===== src/rtl/cfg_chain_ctrl_if.sv =====
// Register-side request/response bundle for cfg_chain_ctrl.
// Handshake: a request (wr_req or rd_req) is a level held by the master. The controller
// samples it only on an edge where it is free, and answers with a one-cycle ack.
// Until ack is seen, the request is not guaranteed to be taken. busy covers the
// whole operation, and done pulses once when the operation completes.
interface cfg_chain_ctrl_if #(
  parameter int N = 32
);
  logic         wr_req;
  logic [N-1:0] wr_data;
  logic         rd_req;
  logic         ack;
  logic         busy;
  logic         done;
  logic [N-1:0] rd_data;

  modport master (
    output wr_req, wr_data, rd_req,
    input  ack, busy, done, rd_data
  );

  modport slave (
    input  wr_req, wr_data, rd_req,
    output ack, busy, done, rd_data
  );
endinterface


===== src/rtl/cfg_chain_ctrl.sv =====
// Serial config-chain sequencer: shifts write words LSB-first and pulses the load strobe; optional readback.
// Readback (CAPT/RDSHIFT, rd_shift, rd_data) is built only when CFG_CHAIN_READBACK_EN is defined.
module cfg_chain_ctrl #(
  parameter int N = 32
) (
  input  logic              clk,
  input  logic              reset,
  cfg_chain_ctrl_if.slave   bus,
  output logic              sr_s_in,
  output logic              sr_load,
  output logic              sr_read,
  input  logic              sr_s_out,
  output logic [2:0]        o_dbg_state
);

  localparam int CW = (N > 1) ? $clog2(N) : 1;
  localparam logic [CW-1:0] LAST = CW'(N - 1);

  typedef enum logic [2:0] {
    S_IDLE    = 3'd0,
    S_SHIFT   = 3'd1,
    S_LOAD    = 3'd2,
    S_CAPT    = 3'd3,
    S_RDSHIFT = 3'd4
  } state_t;

  state_t        r_state;
  state_t        w_next_state;
  logic [N-1:0]  r_shadow;
  logic [CW-1:0] r_cnt;
  logic          r_ack;
  logic          r_done;
  logic          w_last;
  logic          w_open;
  logic          w_start_wr;
  logic          w_start_rd;
  logic          w_done;

  assign w_last = (r_cnt == LAST);

  // The closing edge of an operation (LOAD, last RDSHIFT) also serves as an accept
  // edge, so back-to-back operations issue every N+1 cycles.
  always_comb begin
    w_next_state = r_state;
    w_open       = 1'b0;
    w_done       = 1'b0;
    w_start_wr   = 1'b0;
    w_start_rd   = 1'b0;
    case (r_state)
      S_IDLE: begin
        w_open = 1'b1;
      end
      S_SHIFT: begin
        if (w_last) w_next_state = S_LOAD;
      end
      S_LOAD: begin
        w_done       = 1'b1;
        w_open       = 1'b1;
        w_next_state = S_IDLE;
      end
`ifdef CFG_CHAIN_READBACK_EN
      S_CAPT: begin
        w_next_state = S_RDSHIFT;
      end
      S_RDSHIFT: begin
        if (w_last) begin
          w_done       = 1'b1;
          w_open       = 1'b1;
          w_next_state = S_IDLE;
        end
      end
`endif
      default: begin
        w_next_state = S_IDLE;
      end
    endcase
    if (w_open) begin
      if (bus.wr_req) begin
        w_start_wr   = 1'b1;
        w_next_state = S_SHIFT;
      end
`ifdef CFG_CHAIN_READBACK_EN
      else if (bus.rd_req) begin
        w_start_rd   = 1'b1;
        w_next_state = S_CAPT;
      end
`endif
    end
  end

  always_ff @(posedge clk or posedge reset) begin
    if (reset) begin
      r_state  <= S_IDLE;
      r_shadow <= '0;
      r_cnt    <= '0;
      r_ack    <= 1'b0;
      r_done   <= 1'b0;
    end else begin
      r_state <= w_next_state;
      r_ack   <= w_start_wr | w_start_rd;
      r_done  <= w_done;
      if (w_start_wr) begin
        r_shadow <= bus.wr_data;
        r_cnt    <= '0;
      end else if (r_state == S_SHIFT) begin
        r_shadow <= r_shadow >> 1;
        r_cnt    <= r_cnt + 1'b1;
      end else if (r_state == S_CAPT) begin
        r_cnt <= '0;
      end else if (r_state == S_RDSHIFT) begin
        r_cnt <= r_cnt + 1'b1;
      end
    end
  end

`ifdef CFG_CHAIN_READBACK_EN
  logic [N-1:0] r_rd_shift;
  logic [N-1:0] r_rd_data;
  logic [N-1:0] w_rd_next;

  // Bit k of the captured word appears on sr_s_out one cycle after the previous bit.
  assign w_rd_next = {sr_s_out, r_rd_shift[N-1:1]};

  always_ff @(posedge clk or posedge reset) begin
    if (reset) begin
      r_rd_shift <= '0;
      r_rd_data  <= '0;
    end else if (r_state == S_RDSHIFT) begin
      r_rd_shift <= w_rd_next;
      if (w_last) r_rd_data <= w_rd_next;
    end
  end

  assign bus.rd_data = r_rd_data;
  assign sr_read     = (r_state == S_CAPT);
`else
  logic w_unused;
  assign w_unused    = ^{bus.rd_req, sr_s_out, w_start_rd};
  assign bus.rd_data = '0;
  assign sr_read     = 1'b0;
`endif

  assign bus.ack     = r_ack;
  assign bus.done    = r_done;
  assign bus.busy    = (r_state != S_IDLE);
  assign sr_load     = (r_state == S_LOAD);
  assign sr_s_in     = (r_state == S_SHIFT) & r_shadow[0];
  assign o_dbg_state = r_state;

endmodule


===== src/flat_wrapper.sv =====
// flat-port wrapper written by rule: the top's interface ports become plain ports
module cfg_chain_ctrl_flat 
#(
  parameter int N = 32
)
  (clk, reset, sr_s_in, sr_load, sr_read, sr_s_out, o_dbg_state, bus_wr_req, bus_wr_data, bus_rd_req, bus_ack, bus_busy, bus_done, bus_rd_data);
  cfg_chain_ctrl_if #(.N(N)) bus_i ();
  input  logic clk;
  input  logic reset;
  output logic sr_s_in;
  output logic sr_load;
  output logic sr_read;
  input  logic sr_s_out;
  output logic [2:0] o_dbg_state;
  input wire logic [$bits(bus_i.wr_req)-1:0] bus_wr_req;
  input wire logic [$bits(bus_i.wr_data)-1:0] bus_wr_data;
  input wire logic [$bits(bus_i.rd_req)-1:0] bus_rd_req;
  output wire logic [$bits(bus_i.ack)-1:0] bus_ack;
  output wire logic [$bits(bus_i.busy)-1:0] bus_busy;
  output wire logic [$bits(bus_i.done)-1:0] bus_done;
  output wire logic [$bits(bus_i.rd_data)-1:0] bus_rd_data;
  assign bus_i.wr_req = bus_wr_req;
  assign bus_i.wr_data = bus_wr_data;
  assign bus_i.rd_req = bus_rd_req;
  assign bus_ack = bus_i.ack;
  assign bus_busy = bus_i.busy;
  assign bus_done = bus_i.done;
  assign bus_rd_data = bus_i.rd_data;
  cfg_chain_ctrl #(.N(N)) u_core (.clk(clk), .reset(reset), .bus(bus_i), .sr_s_in(sr_s_in), .sr_load(sr_load), .sr_read(sr_read), .sr_s_out(sr_s_out), .o_dbg_state(o_dbg_state));
endmodule

===== config.mk =====
export PLATFORM = sky130hd
export DESIGN_NAME = cfg_chain_ctrl_flat
export DESIGN_NICKNAME = d
export VERILOG_FILES = /design/src/rtl/cfg_chain_ctrl_if.sv /design/src/rtl/cfg_chain_ctrl.sv /design/src/flat_wrapper.sv
export SDC_FILE = /design/constraint.sdc
export NUM_CORES = 1
export LEC_CHECK = 0
export BUFFER_PORTS_ARGS = -buffer_cell sky130_fd_sc_hd__buf_4
export CAP_MARGIN = 10
export CORE_ASPECT_RATIO = 0.7
export CORE_MARGIN = 5
export CORE_UTILIZATION = 48
export CTS_BUF_LIST = sky130_fd_sc_hd__clkbuf_4
export DETAILED_ROUTE_END_ITERATION = 7
export HOLD_SLACK_MARGIN = 0.1
export PLACE_DENSITY_LB_ADDON = 0.08
export SYNTH_ARGS = -nofsm -noshare
export SYNTH_HDL_FRONTEND = slang
export SYNTH_SLANG_ARGS = --single-unit

===== constraint.sdc =====
create_clock -name clk -period 1.5 [get_ports clk]
set_input_delay 0.225 -clock clk [delete_from_list [all_inputs] [get_ports clk]]
set_output_delay 0.225 -clock clk [all_outputs]
set_load 0.02 [all_outputs]

Yosys cells after proc, flatten, opt, wreduce, memory -nomap -nowiden

Index checks and enable logic that the tools add are counted.
W data, S select, Z words.

Bits in registers: 42
Bits of input ports: 37
Output and inout port bits: 41

Add/subtract/negate cells: 1
Equality and inequality tests: 5
Mux-type cells: 14
Bitwise gates (word level): 1
Reduce and logical (&&, ||, !) cells: 5

Operators with widths:

| cell                  | count |
|---|---|
| $mux W32              | 2 |
| $mux W5               | 4 |
| $mux W3               | 3 |
| $eq A3 B2 Y1 const B  | 2 |
| $pmux W3 S2           | 1 |
| $add A5 B1 Y5 const B | 1 |
| $eq A5 B5 Y1 const B  | 1 |
| $mux W1               | 4 |
| $reduce_bool A4 Y1    | 1 |
| $eq A3 B1 Y1 const B  | 1 |
| $eq A3 B3 Y1 const B  | 1 |
| $logic_not A3 Y1      | 1 |
| $reduce_bool A3 Y1    | 1 |
| $reduce_bool A2 Y1    | 1 |
| $reduce_or A2 Y1      | 1 |
| $and A1 B1 Y1         | 1 |

Depth between registers and ports, before layout

Gate-level depths: netlist (run 1).

Word-level depth: 5
Depth in mapped cells: 5
Depth with buffers taken out: 5

Worst setup path after synthesis (run 1)

OpenSTA, ideal clock, no wires.

Path kind: register to output
Start point: register u_core.r_state[2], in the netlist u_core.o_dbg_state[2]
End point: output sr_s_in
Arrival time: 1.366 ns
Slack: -0.091 ns
Cell stages (with the launch flop): 5
Buffers on the path: 2
Path through: dfrtp_1 > buf_2 > nor3b_4 > buf_6 > and2_1

Cells in the longest elaborated chain, start to end: 2

RTL lines:

| element                | line                  | text |
|---|---|---|
| from (decl)            | cfg_chain_ctrl.sv:27  | `state_t r_state;` |
| from (signal assigned) | cfg_chain_ctrl.sv:99  | `r_state <= w_next_state;` |
| $eq A3 B1 Y1           | cfg_chain_ctrl.sv:147 | `assign sr_s_in = (r_state == S_SHIFT) & r_shadow[0];` |
| $and A1 B1 Y1          | cfg_chain_ctrl.sv:147 |  |
| to (decl)              | flat_wrapper.sv:10    | `output logic sr_s_in;` |

No other way between the ends.

Final worst setup path (run 1)

Start point: register u_core.r_state[0], in the netlist u_core.o_dbg_state[0]
End point: output bus_busy

Cells in the longest elaborated chain, start to end: 1

RTL lines:

| element            | line                  | text |
|---|---|---|
| $reduce_bool A3 Y1 | cfg_chain_ctrl.sv:145 | `assign bus.busy = (r_state != S_IDLE);` |
| to (decl)          | flat_wrapper.sv:19    | `output wire logic [$bits(bus_i.busy)-1:0] bus_busy;` |

No other way between the ends.

==> results by group, run 1 <==
Timing
  • Tmin final: between 1.5 and 2 ns
  • Final Setup Violations: 33
  • Setup WS post-layout: -0.244 ns
  • RSZ-0062 raised after global routing: true
  • Hold Vio Cnt, Final: 0
  • Final Max Tran Viols: 0
  • Setup TNS: -1.85 ns
  • Hold slack: 0.138 ns
  • Clock Skew: roughly 0.015 ns
  • FMAX: around 570 MHz
  • Period utilization: 116%

Global route
  • Total gr overflow: 0
  • Gr usage total: between 10 and 15%
  • Initial antenna violation count: 0
  • M3 GR Usage: ~4.1%
  • Most Crowded Layer GR: met2
  • GRT met2 Usage: 22.4%
  • Met1 Track Usage GR: 20.0%
  • First-pass GRT wire length: 6540 µm
  • Largest net degree at the start of global routing: 43
  • Number of global-route vias before repair: 1415

Cells and area
  • Final core occ: 66.4%
  • Nets: 285
  • Non-Filler Instances: 302
  • P&R area growth vs syn: 34.9%
  • Area of the multi-input gates: 942 µm²
  • Ant diodes: 0
  • Design area: approximately 0.0028 mm²
  • Layout fillers: 347
  • Area taken by flip-flops and latches: 0.00105 mm²
  • Layout cells sized above 1: 37.2%

Setup path
  • Buffer and inverter count on the worst path: 3
  • CP max stage delay: 0.43 ns
  • CP Capture Type: output port
  • FF-to-FF Start: u_core.o_dbg_state[0]$_DFF_PP0_
  • Worst setup path end: bus_busy
  • Cell class contributing the biggest share of worst-path delay: flip-flops
  • WP data arrival: 1.52 ns
  • Levels on crit path: 4
  • Worst reg2reg setup slack: -0.09 ns
  • Worst-path cell chain: buf_6 > buf_6 > or3_4 > buf_6
  • Critical R2R Capture: u_core.r_shadow[28]$_DFFE_PP0P_
  • Critical Path Source: u_core.o_dbg_state[0]$_DFF_PP0_
  • Crit-path most repeated cell: buf_6
  • Crit Path Class: reg -> out
  • R2R cell count: 7
  • Slowest-stage cell, CP: dfrtp_2
  • WP data required: 1.27 ns
  • Type of origin of the critical path: flop
  • CP Max Fanout: 4

Synth
  • Syn avg cell area: 11.8 µm²
  • Post-synthesis sequential area ratio: about 50%
  • Synthesis-stage register bit count: 42
  • Top cells by area, synth: dfrtp_1, a22o_1, buf_4
  • Synth Warn #: 0
  • Post-synth cell types: 25
  • Yosys top cell by area: dfrtp_1
  • Syn Inst Count: 178
  • Mapped cell area: 0.00211 mm²
  • Share of the synthesized area in the top cell type: 49.9%

Die
  • Initial Utilization: 49.2%
  • Die Ht: 65.4 µm
  • FP Rows: 20
  • I/O Pins: between 70 and 80
  • CORE AREA: 0.00428 mm²
  • Die ar.: 0.00583 mm²
  • Die X: roughly 89 µm

Place
  • Buffers on Ports: 42
  • Setup WS pre-CTS: -0.289 ns
  • Hpwl dp: 2780 µm
  • Placed insts: 273
  • Final Wtd Congestion: ~0.74
  • DP Area: 0.00239 mm²

Drt
  • DR iter-0 viols: 55
  • Wire per inst: 15.8 µm
  • DRT antenna net count: 0
  • Remaining DRCs: 0
  • Vias per inst: 5.07
  • Final WL: approximately 4800 µm
  • Drt first pass iters: 4
  • DR vias: 1530

Clock tree
  • Clock sink total: 42
  • Clk slew on worst S/H paths: 0.11 ns
  • CTS tree: built
  • Latest clock arrival within the worst-skew pair: ~0.35 ns
  • Root buffer cell: clkbuf_4
  • CTS Buf Count: 5
  • H-tree levels: 2
  • Max Root-Sink Buffers: 2

Pwr
  • Pwr Total: around 3.2 mW
  • VDD IR-drop max: 0.559 mV
  • Power Density: 1110 mW/mm²
  • LEAKAGE: roughly 1.6 nW

Flow run
  • Total of max-cap violations: 0

Hold path
  • Hold Path Class: in -> reg

Status
  • Failing checks: negative setup slack
  • Status: complete, but fails checks
## cell usage after synthesis
cell,count
buf_2,8
nor3b_1,1
xnor2_1,2
mux2_2,1
nor3b_4,2
o21ai_0,1
o31ai_1,1
nor2_1,2
ha_1,2
nor4b_1,2
conb_1,1
inv_1,4
a211o_1,1
nor3_1,2
and2_1,2
buf_6,2
a221oi_1,1
and3_1,1
a22o_1,33
buf_4,34
nand3_1,1
dfrtp_1,42
a221o_1,1
or3_1,1
a21o_1,30
## power breakdown
part / leakage (nW) / switching (mW) / internal [mW] / total (mW)
Combinational: 0.999 / 0.390 / 0.486 / 0.876
Clock: 0.0450 / 0.360 / 0.346 / 0.705
Sequential: 0.527 / 0.177 / 1.40 / 1.58
Total: 1.57 / 0.927 / 2.23 / 3.16
## how the worst min path moves through the flow
stage                    startpoint  depth (start not counted)                         endpoint
floorplan           bus_wr_data[31]                          1  u_core.r_shadow[31]$_DFFE_PP0P_
global placement              reset                          3   u_core.r_shadow[7]$_DFFE_PP0P_
detailed placement            reset                          3   u_core.r_shadow[7]$_DFFE_PP0P_
CTS                 bus_wr_data[28]                          2  u_core.r_shadow[28]$_DFFE_PP0P_
global route        bus_wr_data[27]                          3  u_core.r_shadow[27]$_DFFE_PP0P_
finish              bus_wr_data[27]                          3  u_core.r_shadow[27]$_DFFE_PP0P_
## kinds of logic (layout without fill, tap and decap cells)
logic type | after synthesis | in the layout | synth area share [%]
adder cells (fa/ha/maj) | 2 | 2 | 1.19
AO/OA/AOI/OAI | 68 | 68 | 26.3
multiplexers | 1 | 1 | 0.535
flip-flops | 42 | 42 | 49.9
XOR/XNOR | 2 | 2 | 0.832
other | 1 | 34 | 0.178
buffers and inverters | 48 | 82 | 15.8
AND/OR/NAND/NOR | 14 | 16 | 5.23
## repair_timing
item | CTS | global route
cloned | 1 | 3
setup buffers | 1 | 14
gates resized for setup | 10 | 19
pin swaps | 1 | 10
endpoints found under the hold margin | 42 | 2
hold buffers | 1 | 2
endpoints found under the setup margin | 35 | 37
## flip-flops by register name (all words and copies together), names as in the netlist
register / flops
u_core.r_shadow: 32
u_core.r_cnt: 5
u_core.o_dbg_state: 3
u_core.bus.ack: 1
u_core.bus.done: 1
## routing by layer
layer | up-vias | share of wire (%)
met4 | 0 | 0.71
li1 | 718 | -
met2 | 48 | 48
met3 | 5 | 6.0
met5 | - | 0
met1 | 759 | 46
## final cells by class
| type | count | area share, % |
|---|---|---|
| timing repair buffer | 70 | 24.1 |
| tap | 55 | 2.42 |
| clock buffer | 5 | 1.32 |
| multi-input combinational | 123 | 33.2 |
| inverter | 4 | 0.528 |
| sequential | 42 | 37.1 |
| clock inverter | 3 | 1.41 |
## placed cells by master (no fill, tap or decap), types with 2 or more instances in the layout
cell type | netlist | routed
buf_4 | 34 | 50
dfrtp_1 | 42 | 40
conb_1 | 1 | 34
a22o_1 | 33 | 33
a21o_1 | 30 | 30
buf_6 | 2 | 9
buf_12 | 0 | 6
clkbuf_4 | 0 | 5
inv_1 | 4 | 3
nor3b_4 | 2 | 3
dlygate4sd3_1 | 0 | 3
nor3_2 | 0 | 2
nor2_4 | 0 | 2
nor4b_1 | 2 | 2
ha_1 | 2 | 2
clkinv_2 | 0 | 2
dfrtp_2 | 0 | 2
## worst register-to-register path, delay by kind of cell (launching register included)
family	cells	cell delay (ns)
compound gates	1	0.26
buf+inv	4	0.55
simple gates	2	0.24
flops	1	0.43
Power figures use the tool's default switching activity.
==> run 2, diff against run 1 <==
CORE_MARGIN = 2   (was 5)
GPL_TIMING_DRIVEN = 0   (was not set)
==> run 2 against run 1 <==
Net effect: the run still ends with negative setup slack left; utilization is 3.0 points higher; count of clock-buffer cells in the layout is the same; via count rose by 4.8%; cell area increased by 4.5%; combinational power decreased by 3.8%; clock power grew 30%; power grew 5.2%; first-iteration DRC count stayed put; non-clock buffer count increased by 35; register-to-register slack got worse by 0.04 ns; critical path depth is the same; critical endpoint is now sr_s_in; largest cell class unchanged; highest routed layer unchanged.
==> results by group, run 2 (synthesis results as in run 1) <==
Die
  • Initial Utilization: 49.2% (unchanged)
  • Die Ht: 59.4 µm (-9.2%)
  • Die ar.: 0.00494 mm² (-15%)
  • CORE AREA: 0.00428 mm² (unchanged)
  • I/O Pins: 78 (unchanged)
  • Die X: 83.2 µm (-6.7%)
  • FP Rows: 20 (unchanged)

Cells and area
  • Final core occ: 69.4% (+3.0 points)
  • Ant diodes: 0 (unchanged)
  • Max reg flops: 32 (unchanged)
  • Leading cell type in the layout, fill and taps excluded: buf_4
  • Most frequent cells in the layout: buf_4, dfrtp_1, conb_1, a22o_1, a21o_1
  • Layout fillers: 343 (-1.2%)
  • Layout cells sized above 1: 43.6% (+6.3 points)
  • Biggest register: u_core.r_shadow
  • P&R area growth vs syn: 41.1%
  • Nets: 318 (+12%)

Setup path
  • Worst setup path end: sr_s_in
  • Worst reg2reg setup slack: -0.13 ns (-0.04 ns)
  • FF-to-FF Start: u_core.o_dbg_state[2]$_DFF_PP0_
  • WP data required: 1.27 ns (about the same)
  • Worst-path cell chain: nor3b_4 > buf_6 > and2_4 > buf_6
  • Critical Path Source: u_core.o_dbg_state[1]$_DFF_PP0_
  • CP Max Fanout: 4 (unchanged)
  • Critical R2R Capture: u_core.r_shadow[28]$_DFFE_PP0P_
  • Slowest-stage cell, CP: dfrtp_2
  • Crit Path Class: reg -> out
  • Crit-path most repeated cell: buf_6
  • CP max stage delay: 0.47 ns (+0.04 ns)
  • R2R cell count: 7 (unchanged)
  • WP data arrival: 1.44 ns (-0.08 ns)
  • CP Capture Type: output port
  • Type of origin of the critical path: flop

Drt
  • DR vias: 1604 (+4.8%)
  • Drt first pass iters: 5 (+1)
  • Vias per inst: 4.79 (-5.5%)
  • DR iter-0 viols: 55 (unchanged)
  • Wire per inst: 13.0 µm (-18%)
  • DRT antenna net count: 0 (unchanged)
  • Final WL: 4360 µm (-8.8%)
  • Remaining DRCs: 0 (unchanged)

Hold path
  • Hold Path Class: in -> reg

Clock tree
  • Clock sink total: 42 (unchanged)
  • CTS tree: built
  • CTS Buf Count: 5 (unchanged)
  • Latest clock arrival within the worst-skew pair: 0.36 ns (about the same)
  • Clk slew on worst S/H paths: 0.13 ns (+0.02 ns)
  • H-tree levels: 2 (unchanged)
  • Root buffer cell: clkbuf_4
  • Max Root-Sink Buffers: 2 (unchanged)

Global route
  • Gr usage total: 18.2% (+3.6 points)
  • Number of global-route vias before repair: 1443 (+2.0%)
  • Largest net degree at the start of global routing: 43 (unchanged)
  • First-pass GRT wire length: 7020 µm (+7.3%)
  • Total gr overflow: 0 (unchanged)
  • Initial antenna violation count: 0 (unchanged)

Pwr
  • Power Density: 1120 mW/mm² (+0.63%)
  • LEAKAGE: 1.72 nW (+9.2%)
  • VDD IR-drop max: 0.766 mV (+37%)

Status
  • Failing checks: negative setup slack
  • Status: complete, but fails checks

Place
  • Buffers on Ports: 42 (unchanged)
  • Hpwl dp: 2770 µm (about the same)
  • Final Wtd Congestion: 0.672 (-9.8%)

Timing
  • Slew @ Worst Pin: 0.870 ns
  • FMAX: 600 MHz (+4.6%)
  • Setup WS post-layout: -0.168 ns (+0.0763 ns)
  • Setup TNS: -3.31 ns (-1.46 ns)
  • RSZ-0062 raised after global routing: true
  • Tmin final: 1.67 ns (-0.0763 ns)
  • Final Setup Violations: 36 (+9.1%)
  • Slew HR: between 40% and 50%
  • Hold slack: 0.143 ns (+0.00488 ns)
  • Hold Vio Cnt, Final: 0 (unchanged)
  • Clock Skew: 0.0116 ns (-0.00323 ns)
  • Final Max Tran Viols: 0 (unchanged)
  • Period utilization: 111% (-5.1 points)

Flow run
  • Total of max-cap violations: 0 (unchanged)
==> run 2: cell count changes in the layout (fill, tap and decap cells not counted), moves of 2 or more <==
cell and delta:
buf_4 +39, nor2_4 -2, clkinv_2 -2, buf_12 -6
==> run 2: where the power goes <==
| part | leakage [nW] | total, mW | switching (mW) | internal, mW |
|---|---|---|---|---|
| clock | 0.0554 | 0.913 | 0.392 | 0.521 |
| sequential | 0.525 | 1.57 | 0.167 | 1.40 |
| combinational | 1.14 | 0.843 | 0.356 | 0.488 |
==> run 2: how the worst min path moves through the flow <==
stage,startpoint,end,slack [ns],cells past startpoint
2_1_floorplan,bus_wr_data[31],u_core.r_shadow[31]$_DFFE_PP0P_,0.36,1
3_3_place_gp,bus_wr_data[28],u_core.r_shadow[28]$_DFFE_PP0P_,0.46,2
3_5_place_dp,u_core.r_shadow[7]$_DFFE_PP0P_,u_core.r_shadow[7]$_DFFE_PP0P_,0.47,1
4_1_cts,bus_wr_data[9],u_core.r_shadow[9]$_DFFE_PP0P_,0.13,3
5_1_grt,bus_wr_data[6],u_core.r_shadow[6]$_DFFE_PP0P_,0.12,3
6_report,bus_wr_data[9],u_core.r_shadow[9]$_DFFE_PP0P_,0.14,3
==> run 2: worst max-delay path: cells and delay by family, from the launching register on <==
family,cells,cell delay [ns]
flops,1,0.47
simple gates,2,0.38
buf+inv,2,0.23
==> run 2: repair_timing <==
| action | 4_1_cts | 5_1_grt |
|---|---|---|
| resized for setup | 7 | 16 |
| setup endpoints to repair | 36 | 39 |
| buffers inserted | 10 | 6 |
| endpoints found under the hold margin | 45 | 0 |
| pin swaps | 4 | 0 |
| cloned | 0 | 1 |
| hold buffers | 4 | 0 |
==> run 2: area by class of cell <==
class / count / area (µm²) / share of cell area, %
Inverter: 4 / 15.0 / 0.505
Sequential cell: 42 / 1050 / 35.5
Tap cell: 55 / 68.8 / 2.32
Clock buffer: 5 / 37.5 / 1.26
Multi-Input combinational cell: 121 / 871 / 29.3
Buffer: 42 / 343 / 11.5
Clock inverter: 3 / 68.8 / 2.32
Timing Repair Buffer: 63 / 512 / 17.2
==> run 2: stage by stage <==
step | setup WS, ns | power [mW] | cell area, µm² | instances
2_1_floorplan | -0.00883 | 2.15 | 2250 | 211
3_3_place_gp | -0.403 | 2.33 | 2630 | 308
3_5_place_dp | -0.167 | 2.35 | 2630 | 308
4_1_cts | -0.203 | 3.31 | 2850 | 328
5_1_grt | -0.218 | 3.53 | 2970 | 335
6_report | -0.168 | 3.32 | 2970 | 335
==> run 2: per-layer routing <==
layer | wire length, µm | vias to the layer above | GRT usage (%)
li1 | - | 781 | -
met1 | 2100 | 763 | 25.7
met2 | 1890 | 52 | 26.4
met3 | 302 | 8 | 5.99
met4 | 59 | 0 | 6.56
met5 | 0 | - | 0
==> run 3, diff against run 2 <==
CORE_UTILIZATION = 50   (was 48)
==> run 3 against run 2 <==
Net effect: clock power fell by 21%; power fell by 4.5%; critical path type unchanged; critical path depth did not move; hold slack got worse by 0.036 ns; fmax rose by 2.0%; the flow still finishes with violations (negative setup slack); global-route usage rose by 0.23 points; sequential power barely moved; largest cell class unchanged; setup slack improved by 0.032 ns; sequential share of layout area barely moved.
==> results by group, run 3 (synthesis results as in run 1) <==
Timing
  • Tmin final: 1.64 ns (-0.0323 ns)
  • Final Max Tran Viols: 0 (unchanged)
  • Period utilization: 109% (-2.2 points)
  • Hold Vio Cnt, Final: 0 (unchanged)
  • Final Setup Violations: 10 (-72%)
  • Slew @ Worst Pin: 0.855 ns (-0.0145 ns)
  • Setup WS post-layout: -0.135 ns (+0.0323 ns)
  • Slew HR: 42.9% (+0.97 points)
  • RSZ-0062 raised after global routing: true
  • FMAX: 612 MHz (+2.0%)
  • Setup TNS: -0.413 ns (+2.90 ns)
  • Clock Skew: 0.0167 ns (+0.00514 ns)

Clock tree
  • Clk slew on worst S/H paths: 0.13 ns (about the same)
  • CTS Buf Count: 5 (unchanged)
  • Root buffer cell: clkbuf_4
  • CTS tree: built
  • Latest clock arrival within the worst-skew pair: 0.35 ns (about the same)
  • Clock sink total: 42 (unchanged)
  • H-tree levels: 2 (unchanged)
  • Max Root-Sink Buffers: 2 (unchanged)

Setup path
  • Crit Path Class: reg -> out
  • FF-to-FF Start: u_core.o_dbg_state[2]$_DFF_PP0_
  • CP Capture Type: output port
  • CP max stage delay: 0.48 ns (about the same)
  • Crit-path most repeated cell: buf_6
  • Critical R2R Capture: u_core.r_shadow[23]$_DFFE_PP0P_
  • CP Max Fanout: 5 (+1)
  • Type of origin of the critical path: flop
  • WP data required: 1.27 ns (about the same)
  • WP data arrival: 1.41 ns (-0.03 ns)
  • Cell class contributing the biggest share of worst-path delay: flip-flops
  • Slowest-stage cell, CP: dfrtp_2
  • R2R cell count: 6 (-1)
  • Worst reg2reg setup slack: -0.02 ns (+0.11 ns)
  • Buffer and inverter count on the worst path: 2 (unchanged)
  • Worst-path cell chain: nor3b_4 > buf_6 > and2_4 > buf_6

Drt
  • DR vias: 1609 (+0.31%)
  • Final WL: 4390 µm (+0.71%)
  • Drt first pass iters: 4 (-1)
  • Wire per inst: 13.2 µm (+1.3%)
  • Vias per inst: 4.83 (+0.91%)
  • DR iter-0 viols: 83 (+51%)
  • DRT antenna net count: 0 (unchanged)
  • Remaining DRCs: 0 (unchanged)

Cells and area
  • Biggest register: u_core.r_shadow
  • Ant diodes: 0 (unchanged)
  • Layout cells sized above 1: 44.5% (+0.91 points)
  • Layout fillers: 285 (-17%)
  • Nets: 319 (+0.31%)
  • Area taken by flip-flops and latches: 0.00105 mm² (unchanged)
  • Leading cell type in the layout, fill and taps excluded: buf_4
  • Most frequent cells in the layout: buf_4, dfrtp_1, conb_1, a22o_1, a21o_1
  • Max reg flops: 32 (unchanged)
  • Design area: 0.00297 mm² (about the same)
  • Area of the multi-input gates: 873 µm² (+0.29%)
  • P&R area growth vs syn: 41.2% (about the same)

Pwr
  • Sw Share: 28.9% (+1.4 points)
  • VDD IR-drop max: 0.839 mV (+9.5%)
  • Combinational share of power: 27.7% (+2.3 points)
  • Sequential cell fraction of total power: 49.6% (+2.5 points)
  • Switching pwr: 0.917 mW (+0.22%)
  • Clock Power Share: 22.6% (-4.9 points)
  • Power Density: 1070 mW/mm² (-4.6%)
  • Int Power: 2.26 mW (-6.3%)
  • Pwr Total: 3.17 mW (-4.5%)
  • LEAKAGE: 1.72 nW (+0.47%)

Place
  • Hpwl dp: 2820 µm (+1.5%)
  • DP Area: 0.00263 mm² (-0.14%)
  • Buffers on Ports: 42 (unchanged)
  • Final Wtd Congestion: 0.737 (+9.6%)

Hold path
  • Hold depth: 2 (-1)
  • Hold worst-path end: u_core.r_shadow[31]$_DFFE_PP0P_
  • Hold Path Origin: bus_wr_data[31]
  • Hold Path Class: in -> reg

Global route
  • Largest net degree at the start of global routing: 43 (unchanged)
  • First-pass GRT wire length: 6800 µm (-3.1%)
  • Total gr overflow: 0 (unchanged)
  • Number of global-route vias before repair: 1503 (+4.2%)
  • Gr usage total: 18.4% (+0.23 points)
  • Initial antenna violation count: 0 (unchanged)

Status
  • Failing checks: negative setup slack
  • Status: complete, but fails checks

Die
  • Die ar.: 0.00475 mm² (-3.8%)
  • Die Ht: 58.3 µm (-1.9%)
  • FP Rows: 19 (-5.0%)
  • CORE AREA: 0.00397 mm² (-7.2%)
  • Initial Utilization: 53.0% (+3.8 points)
  • I/O Pins: 78 (unchanged)
  • Die X: 81.6 µm (-1.9%)

Flow run
  • Total of max-cap violations: 0 (unchanged)
[run 3: changes by cell type in the layout (fill, tap and decap cells not counted), sizes merged]
cell	previous run	this run
buf	100	103
bufinv	2	1
clkinv	1	2
dlygate4sd3	4	2
[run 3: how the worst max path moves through the flow]
stage | start | to | slack (ns) | depth (start not counted)
after floorplan | u_core.o_dbg_state[2]$_DFF_PP0_ | u_core.r_shadow[28]$_DFFE_PP0P_ | -0.009 | 5
after global placement | reset | u_core.o_dbg_state[2]$_DFF_PP0_ | -0.38 | 2
after detailed placement | u_core.o_dbg_state[2]$_DFF_PP0_ | sr_s_in | -0.15 | 5
after CTS | u_core.o_dbg_state[2]$_DFF_PP0_ | sr_s_in | -0.14 | 4
after global routing | u_core.o_dbg_state[0]$_DFF_PP0_ | sr_s_in | -0.19 | 4
final | u_core.o_dbg_state[2]$_DFF_PP0_ | sr_s_in | -0.14 | 4
[run 3: final cells by class]
class	count	area share, %
timing repair buffer	64	18.2
multi-input combinational	121	29.4
inverter	4	0.505
tap	52	2.19
sequential	42	35.5
clock inverter	3	1.35
clock buffer	5	1.26
buffer	42	11.6
[run 3: metrics by stage]
step | cells | hold slack, ns | util, % | worst slack [ns]
after floorplan | 211 | 0.365 | - | -0.00883
after global placement | 305 | 0.459 | 66.2 | -0.377
after detailed placement | 305 | 0.463 | 66.2 | -0.150
after CTS | 325 | 0.104 | 71.0 | -0.144
after global routing | 333 | 0.0980 | 74.9 | -0.188
final | 333 | 0.107 | 74.9 | -0.135
[run 3: power groups by stage]
| stage | Combinational (mW) | Clock (mW) | Sequential [mW] |
|---|---|---|---|
| floorplan | 0.602 | 0 | 1.55 |
| global placement | 0.756 | 0 | 1.58 |
| detailed placement | 0.776 | 0 | 1.58 |
| CTS | 0.815 | 0.719 | 1.57 |
| global route | 0.966 | 0.772 | 1.61 |
| finish | 0.880 | 0.719 | 1.58 |
[run 3: per-layer routing]
layer | track usage [%] | vias up | wire length (µm)
met5 | 0 | - | 0
met4 | 4.12 | 0 | 22
met3 | 5.37 | 4 | 312
met2 | 28.6 | 49 | 1990
met1 | 25.9 | 774 | 2060
li1 | - | 782 | -
[run 3: worst reg2reg max path, cell delays in order (launching register included)]
cell and delay (ns):
dfrtp_2 0.48, buf_4 0.16, nor3b_4 0.24, buf_6 0.15, nor2_2 0.07, buf_6 0.15
a21o_1 0.18
[run 3: what timing repair did]
item                                    4_1_cts  5_1_grt
hold buffers                                  2        0
cloned                                        0        2
endpoints found under the setup margin       36       37
pin swaps                                     3        1
gates resized for setup                       8       23
setup buffers                                12        6
endpoints found under the hold margin        43        0
